`config.mk`:
```
export PLATFORM = sky130hd
export DESIGN_NAME = fifo_uart_drain_flat
export DESIGN_NICKNAME = d
export VERILOG_FILES = /design/src/rtl/fifo_uart_drain_pkg.sv /design/src/rtl/fifo_uart_drain_if.sv /design/src/rtl/fifo_uart_drain_timeout_ctr.sv /design/src/rtl/fifo_uart_drain.sv /design/src/flat_wrapper.sv
export SDC_FILE = /design/constraint.sdc
export NUM_CORES = 1
export LEC_CHECK = 0
export BUFFER_PORTS_ARGS = -buffer_cell sky130_fd_sc_hd__buf_2
export CORE_MARGIN = 1
export CORE_UTILIZATION = 58
export CTS_CLUSTER_DIAMETER = 120
export DETAILED_ROUTE_END_ITERATION = 8
export PLACE_DENSITY = 0.91
export SLEW_MARGIN = 40
export SYNTH_ARGS = -nofsm -noshare
export SYNTH_HDL_FRONTEND = slang
export SYNTH_HIERARCHICAL = 1
export SYNTH_SLANG_ARGS = --single-unit
export TNS_END_PERCENT = 10
```
`constraint.sdc`:
```
create_clock -name clk_50m -period 3.6 [get_ports clk_50m]
set_input_delay 0.18 -clock clk_50m [delete_from_list [all_inputs] [get_ports clk_50m]]
set_output_delay 0.18 -clock clk_50m [all_outputs]
set_load 0.02 [all_outputs]
```
`src/rtl/fifo_uart_drain_pkg.sv`:
```
// Shared types and constants for the FIFO-to-UART drain sequencer.
package fifo_uart_pkg;

    localparam int         BYTE_CNT_W    = 16;
    localparam logic [7:0] SYNC_BYTE_DEF = 8'hA5;

    typedef enum logic [2:0] {
        IDLE,
        READ,
        LATCH,
        SEND,
        WAIT_HI,
        WAIT_LO,
        SYNC
    } drain_state_t;

endpackage

```
`src/rtl/fifo_uart_drain_if.sv`:
```
// FIFO read side, UART transmitter side and status signals of the drain sequencer.
interface fifo_uart_drain_if
    import fifo_uart_pkg::*;
#(
    parameter int DATA_W = 8
) ();

    logic                  enable;
    logic                  fifo_empty;
    logic [DATA_W-1:0]     fifo_q;
    logic                  fifo_rdreq;
    logic                  tx_busy;
    logic [DATA_W-1:0]     tx_data;
    logic                  tx_wr_en;
    logic [BYTE_CNT_W-1:0] byte_count;
    logic                  err_timeout;
    logic                  active;

    modport master (
        input  enable, fifo_empty, fifo_q, tx_busy,
        output fifo_rdreq, tx_data, tx_wr_en, byte_count, err_timeout, active
    );

    modport slave (
        output enable, fifo_empty, fifo_q, tx_busy,
        input  fifo_rdreq, tx_data, tx_wr_en, byte_count, err_timeout, active
    );

endinterface

```
`src/rtl/fifo_uart_drain_timeout_ctr.sv`:
```
// Loadable down-counter; o_expired marks the last counted cycle after a load.
module drain_timeout_ctr #(
    parameter int CNT_W = 7
) (
    input  logic             clk,
    input  logic             rst,
    input  logic             i_load,
    input  logic [CNT_W-1:0] i_load_val,
    input  logic             i_dec,
    output logic             o_expired
);

    logic [CNT_W-1:0] r_cnt;

    always_ff @(posedge clk or posedge rst) begin
        if (rst) begin
            r_cnt <= '0;
        end else if (i_load) begin
            r_cnt <= i_load_val;
        end else if (i_dec && (r_cnt != '0)) begin
            r_cnt <= r_cnt - CNT_W'(1);
        end
    end

    assign o_expired = (r_cnt <= CNT_W'(1));

endmodule

```
`src/rtl/fifo_uart_drain.sv`:
```
// Pops bytes from a FIFO read port and hands each to a UART transmitter, one at a time.
// Define FIFO_UART_DRAIN_SYNC_EN to insert SYNC_BYTE ahead of every GROUP_LEN data bytes.
module fifo_uart_drain
    import fifo_uart_pkg::*;
#(
    parameter int DATA_W       = 8,
    parameter int RD_LATENCY   = 1,
    parameter int BUSY_TIMEOUT = 64
`ifdef FIFO_UART_DRAIN_SYNC_EN
    ,
    parameter int                GROUP_LEN = 4,
    parameter logic [DATA_W-1:0] SYNC_BYTE = DATA_W'(SYNC_BYTE_DEF)
`endif
) (
    input  logic              clk_50m,
    input  logic              clr,
    fifo_uart_drain_if.master drain
);

    localparam int         TO_W     = $clog2(BUSY_TIMEOUT + 1);
    localparam logic [1:0] LAT_LAST = 2'(RD_LATENCY - 1);

    drain_state_t          r_state;
    logic                  r_rdreq;
    logic                  r_wr_en;
    logic                  r_err;
    logic                  r_active;
    logic [DATA_W-1:0]     r_tx_data;
    logic [BYTE_CNT_W-1:0] r_byte_cnt;
    logic [1:0]            r_lat_cnt;

    logic                  w_start;
    logic                  w_need_sync;
    logic                  w_to_load;
    logic                  w_to_dec;
    logic                  w_to_expired;

    assign w_start   = drain.enable && !drain.fifo_empty && !drain.tx_busy;
    assign w_to_load = (r_state == SEND);
    assign w_to_dec  = (r_state == WAIT_HI);

`ifdef FIFO_UART_DRAIN_SYNC_EN
    localparam logic [1:0] GRP_LAST = 2'(GROUP_LEN - 1);

    logic [1:0] r_grp_idx;
    logic       r_sync_done;

    // The delimiter goes out once per group, just before the group's first pop.
    assign w_need_sync = (r_grp_idx == 2'd0) && !r_sync_done;

    always_ff @(posedge clk_50m or posedge clr) begin
        if (clr) begin
            r_grp_idx   <= 2'd0;
            r_sync_done <= 1'b0;
        end else if (r_state == SYNC) begin
            r_sync_done <= 1'b1;
        end else if (r_state == READ) begin
            r_sync_done <= 1'b0;
            r_grp_idx   <= (r_grp_idx == GRP_LAST) ? 2'd0 : r_grp_idx + 2'd1;
        end
    end
`else
    assign w_need_sync = 1'b0;
`endif

    drain_timeout_ctr #(
        .CNT_W(TO_W)
    ) u_timeout (
        .clk       (clk_50m),
        .rst       (clr),
        .i_load    (w_to_load),
        .i_load_val(TO_W'(BUSY_TIMEOUT - 1)),
        .i_dec     (w_to_dec),
        .o_expired (w_to_expired)
    );

    always_ff @(posedge clk_50m or posedge clr) begin
        if (clr) begin
            r_state    <= IDLE;
            r_rdreq    <= 1'b0;
            r_wr_en    <= 1'b0;
            r_tx_data  <= '0;
            r_byte_cnt <= '0;
            r_err      <= 1'b0;
            r_active   <= 1'b0;
            r_lat_cnt  <= 2'd0;
        end else begin
            r_rdreq <= 1'b0;
            r_wr_en <= 1'b0;
            case (r_state)
                IDLE: begin
                    if (w_start) begin
                        r_active <= 1'b1;
                        if (w_need_sync) begin
                            r_state <= SYNC;
                        end else begin
                            r_state <= READ;
                            r_rdreq <= 1'b1;
                        end
                    end
                end
                READ: begin
                    r_state   <= LATCH;
                    r_lat_cnt <= 2'd0;
                end
                LATCH: begin
                    if (r_lat_cnt == LAT_LAST) begin
                        r_tx_data <= drain.fifo_q;
                        r_wr_en   <= 1'b1;
                        r_state   <= SEND;
                    end else begin
                        r_lat_cnt <= r_lat_cnt + 2'd1;
                    end
                end
                SEND: begin
                    r_byte_cnt <= r_byte_cnt + BYTE_CNT_W'(1);
                    r_state    <= WAIT_HI;
                end
                // A busy edge wins over expiry in the same cycle.
                WAIT_HI: begin
                    if (drain.tx_busy) begin
                        r_state <= WAIT_LO;
                    end else if (w_to_expired) begin
                        r_err    <= 1'b1;
                        r_state  <= IDLE;
                        r_active <= 1'b0;
                    end
                end
                WAIT_LO: begin
                    if (!drain.tx_busy) begin
                        r_state  <= IDLE;
                        r_active <= 1'b0;
                    end
                end
`ifdef FIFO_UART_DRAIN_SYNC_EN
                SYNC: begin
                    r_tx_data <= SYNC_BYTE;
                    r_wr_en   <= 1'b1;
                    r_state   <= SEND;
                end
`endif
                default: begin
                    r_state  <= IDLE;
                    r_active <= 1'b0;
                end
            endcase
        end
    end

    assign drain.fifo_rdreq  = r_rdreq;
    assign drain.tx_wr_en    = r_wr_en;
    assign drain.tx_data     = r_tx_data;
    assign drain.byte_count  = r_byte_cnt;
    assign drain.err_timeout = r_err;
    assign drain.active      = r_active;

endmodule

```
`src/flat_wrapper.sv`:
```
// flat-port wrapper written by rule: the top's interface ports become plain ports
module fifo_uart_drain_flat import fifo_uart_pkg::*;
#(
    parameter int DATA_W       = 8,
    parameter int RD_LATENCY   = 1,
    parameter int BUSY_TIMEOUT = 64

)
  (clk_50m, clr, drain_enable, drain_fifo_empty, drain_fifo_q, drain_tx_busy, drain_fifo_rdreq, drain_tx_data, drain_tx_wr_en, drain_byte_count, drain_err_timeout, drain_active);
  fifo_uart_drain_if #(.DATA_W(DATA_W)) drain_i ();
  input  logic clk_50m;
  input  logic clr;
  input wire logic [$bits(drain_i.enable)-1:0] drain_enable;
  input wire logic [$bits(drain_i.fifo_empty)-1:0] drain_fifo_empty;
  input wire logic [$bits(drain_i.fifo_q)-1:0] drain_fifo_q;
  input wire logic [$bits(drain_i.tx_busy)-1:0] drain_tx_busy;
  output wire logic [$bits(drain_i.fifo_rdreq)-1:0] drain_fifo_rdreq;
  output wire logic [$bits(drain_i.tx_data)-1:0] drain_tx_data;
  output wire logic [$bits(drain_i.tx_wr_en)-1:0] drain_tx_wr_en;
  output wire logic [$bits(drain_i.byte_count)-1:0] drain_byte_count;
  output wire logic [$bits(drain_i.err_timeout)-1:0] drain_err_timeout;
  output wire logic [$bits(drain_i.active)-1:0] drain_active;
  assign drain_i.enable = drain_enable;
  assign drain_i.fifo_empty = drain_fifo_empty;
  assign drain_i.fifo_q = drain_fifo_q;
  assign drain_i.tx_busy = drain_tx_busy;
  assign drain_fifo_rdreq = drain_i.fifo_rdreq;
  assign drain_tx_data = drain_i.tx_data;
  assign drain_tx_wr_en = drain_i.tx_wr_en;
  assign drain_byte_count = drain_i.byte_count;
  assign drain_err_timeout = drain_i.err_timeout;
  assign drain_active = drain_i.active;
  fifo_uart_drain #(.DATA_W(DATA_W), .RD_LATENCY(RD_LATENCY), .BUSY_TIMEOUT(BUSY_TIMEOUT)) u_core (.clk_50m(clk_50m), .clr(clr), .drain(drain_i));
endmodule
```
==> impl_metrics.csv <==
group,metric,value,unit
yosys,async_flop_share,1.00,
drt,finalWirelength,3.61,mm
placement,gp_congestion,0.863,
die,die_height,60.9,µm
critical_path,crit_path_end_kind,"flip-flop",
critical_path,worstSetupPathType,"reg2reg",
drt,antenna_left,0,
grt,grt-ovfl-total,0,
placement,dpl.hpwl,2.67,mm
clocking,cts_root_buf,"clkbuf_4",
yosys,synth_edf_count,0,
grt,grt_max_degree,34,
clocking,clkTransAtPathRegs,0.13,ns
yosys,ys_warn_count,6,
sta,final-hold-violation-count,0,
drt,dr.pass1.iters,4,
drt,drcViolationCount,0,
layout,final_cells,283,
critical_path,arrival,2.45,ns
die,die_area,3710,µm²
clocking,postCtsSetupBuffers,0,
clocking,cts_tree,"done",
die,rows,21,
placement,dp_cells,274,
die,start_util,0.603,
power_and_ir_drop,p_leak,1.18,nW
critical_path,path_max_fanout,11,
drt,wl_per_cell,12.8,µm
layout,utilization,0.700,
yosys,yosysUniqueCellTypes,50,
grt,use_met3,0.0661,
layout,num_antenna_cells,0,
layout,drive_above_1_share,0.295,
sta,setup_violations,0,
outcome,status,"finished, final reports clean",
sta,fin_ws,1.43,ns
placement,io_buffers,40,
sta,finalCriticalPeriod,2.17,ns
sta,clock.fmax,0.460,GHz
critical_path,critPathLaunchType,"flip-flop",
sta,fin_crit_sh,0.604,
die,ioPinCount,41,
flow_run,cap_violations,0,
grt,grtUsageTotal,0.213,
sta,maxSlewHeadroom,0.577,
yosys,ys.flop_type,"dfrtp_1",
layout,fin_nets,254,
critical_path,r2r_cells,6,
power_and_ir_drop,p_per_area,666,nW/µm²
sta,rsz0062_at_grt,"no",
grt,grt_use_met2,0.333,
clocking,cts_buffers,5,
clocking,insertion_delay,0.35,ns
yosys,syn_avg_cell_area,10.8,µm²
die,die_w,60.9,µm
grt,grt_pass1_vias,1302,
yosys,ys_seq_elements,40,
critical_path,required,3.88,ns
grt,antenna_found_initial,0,
grt,use_met1,0.278,
min_path,hold_depth,2,
min_path,hold_path.class,"in2reg",
clocking,numClockSinks,40,
sta,tns,0,ns
yosys,synth_area,2010,µm²
sta,tightest_slew,0.628,ns
grt,grt_pass1_wl,5.71,mm
placement,place_ws,1.46,ns
layout,area_growth,16.1,%
sta,clock_skew,0.0131,ns
clocking,cts_max_path_buffers,2,
grt,top_usage_layer,"met2",
yosys,netlist_instances,186,
clocking,htreeDepth,2,
drt,drtIter0Drc,72,
sta,drv_slew,0,
die,core_area,3340,µm²
yosys,ys_seq_area_frac,0.498,
power_and_ir_drop,max-vdd-ir-drop,0.000322,V
drt,vias,1523,
drt,vias_per_cell,5.38,
sta,holdWs,0.0517,ns
[state kept, by name, summed over array words and instances, names as in the netlist]
name / cells
u_core/drain.tx_wr_en: 1
u_core/drain.tx_data: 8
u_core/r_lat_cnt: 2
u_core/drain.err_timeout: 1
u_core/drain.fifo_rdreq: 1
u_core/r_state: 3
u_core/u_timeout/r_cnt: 7
u_core/drain.byte_count: 16
u_core/drain.active: 1
[placed cells by master (no fill, tap or decap), types with 2 or more instances in the layout]
cell type | netlist | final
a2bb2oi_1 | 2 | 2
o22ai_1 | 2 | 2
nor2b_1 | 2 | 2
o211ai_1 | 2 | 2
o31ai_1 | 2 | 2
nand3_1 | 4 | 4
nor2_1 | 16 | 16
dfrtp_1 | 40 | 40
and2_1 | 3 | 3
conb_1 | 2 | 7
xor2_1 | 7 | 7
a21oi_1 | 6 | 6
clkbuf_4 | 0 | 5
buf_2 | 3 | 40
xnor2_1 | 9 | 9
nor3_1 | 6 | 6
ha_1 | 5 | 5
clkinv_2 | 0 | 2
and3_1 | 5 | 5
mux2_2 | 8 | 8
o21bai_1 | 2 | 2
nand2_1 | 15 | 15
o21ai_0 | 4 | 4
inv_1 | 13 | 13
[per-layer routing]
| layer | part of all wire | up-vias | routed length, µm |
|---|---|---|---|
| li1 | - | 748 | - |
| met1 | 0.47 | 730 | 1710 |
| met2 | 0.47 | 39 | 1710 |
| met5 | 0 | - | 0 |
| met3 | 0.037 | 6 | 133 |
| met4 | 0.016 | 0 | 57 |
[cell families (layout without fill, tap and decap cells)]
group,after synthesis,in the layout,share of synthesized area
compound gates,29,29,0.101
xor+xnor,16,16,0.0697
fa+ha+maj,5,5,0.0311
buf+inv,18,64,0.0417
flops,40,40,0.498
mux,9,9,0.0498
other cells,2,7,0.00373
simple gates,67,67,0.205
[synthesized netlist by cell type, types with 3 or more instances]
master	number	share of area
xor2_1	7	0.030
mux2_2	8	0.045
xnor2_1	9	0.039
and3_1	5	0.016
nor3_1	6	0.015
nand3_1	4	0.010
nor2_1	16	0.030
dfrtp_1	40	0.50
nand2_1	15	0.028
inv_1	13	0.024
o21ai_0	4	0.010
ha_1	5	0.031
a21oi_1	6	0.015
and2_1	3	0.0093
buf_2	3	0.0075
[report_power, final]
part | switching (mW) | internal [mW]
registers | 0.153 | 0.579
logic | 0.339 | 0.262
clock network | 0.149 | 0.0751
[area by class of cell]
type	instances	area [µm²]
fill	234	1000
clock inverter	3	18.8
timing repair buffer	42	218
sequential	40	1000
inverter	14	57.6
clock buffer	5	37.5
multi-input combinational	133	946
tap	46	57.6
[final timing paths]
path	from	to	slack, ns
max reg2reg	u_core/r_state[1]	u_core/u_timeout/r_cnt[3]	1.43
max	u_core/r_state[1]	u_core/u_timeout/r_cnt[3]	1.43
min	drain_fifo_q[4]	u_core/drain.tx_data[4]	0.05
max in group asynchronous	clr	u_core/drain.byte_count[9]	2.87
min reg2reg	u_core/drain.byte_count[15]	u_core/drain.byte_count[15]	0.48
min in group asynchronous	clr	u_core/u_timeout/r_cnt[0]	0.31
[through the flow]
| stage | cell area (µm²) | total power, mW |
|---|---|---|
| after global placement | 2270 | 1.30 |
| after detailed placement | 2270 | 1.34 |
| after floorplan | 2030 | 1.17 |
| after CTS | 2340 | 1.57 |
| after global routing | 2340 | 1.67 |
| final | 2340 | 1.56 |
[what timing repair did]
action | CTS | global route
hold buffers | 1 | 0
hold endpoints to repair | 40 | 0
resized for setup | 0 | 0
[worst max-delay path, stage by stage (launching register included)]
cell and delay (ns):
dfrtp_1 0.50, inv_1 0.14, nand2_1 0.07, nor2_1 0.44
or4b_1 0.51, a211o_1 0.29, a2bb2oi_1 0.14
Note: power is estimated with default switching activity, not from simulation.
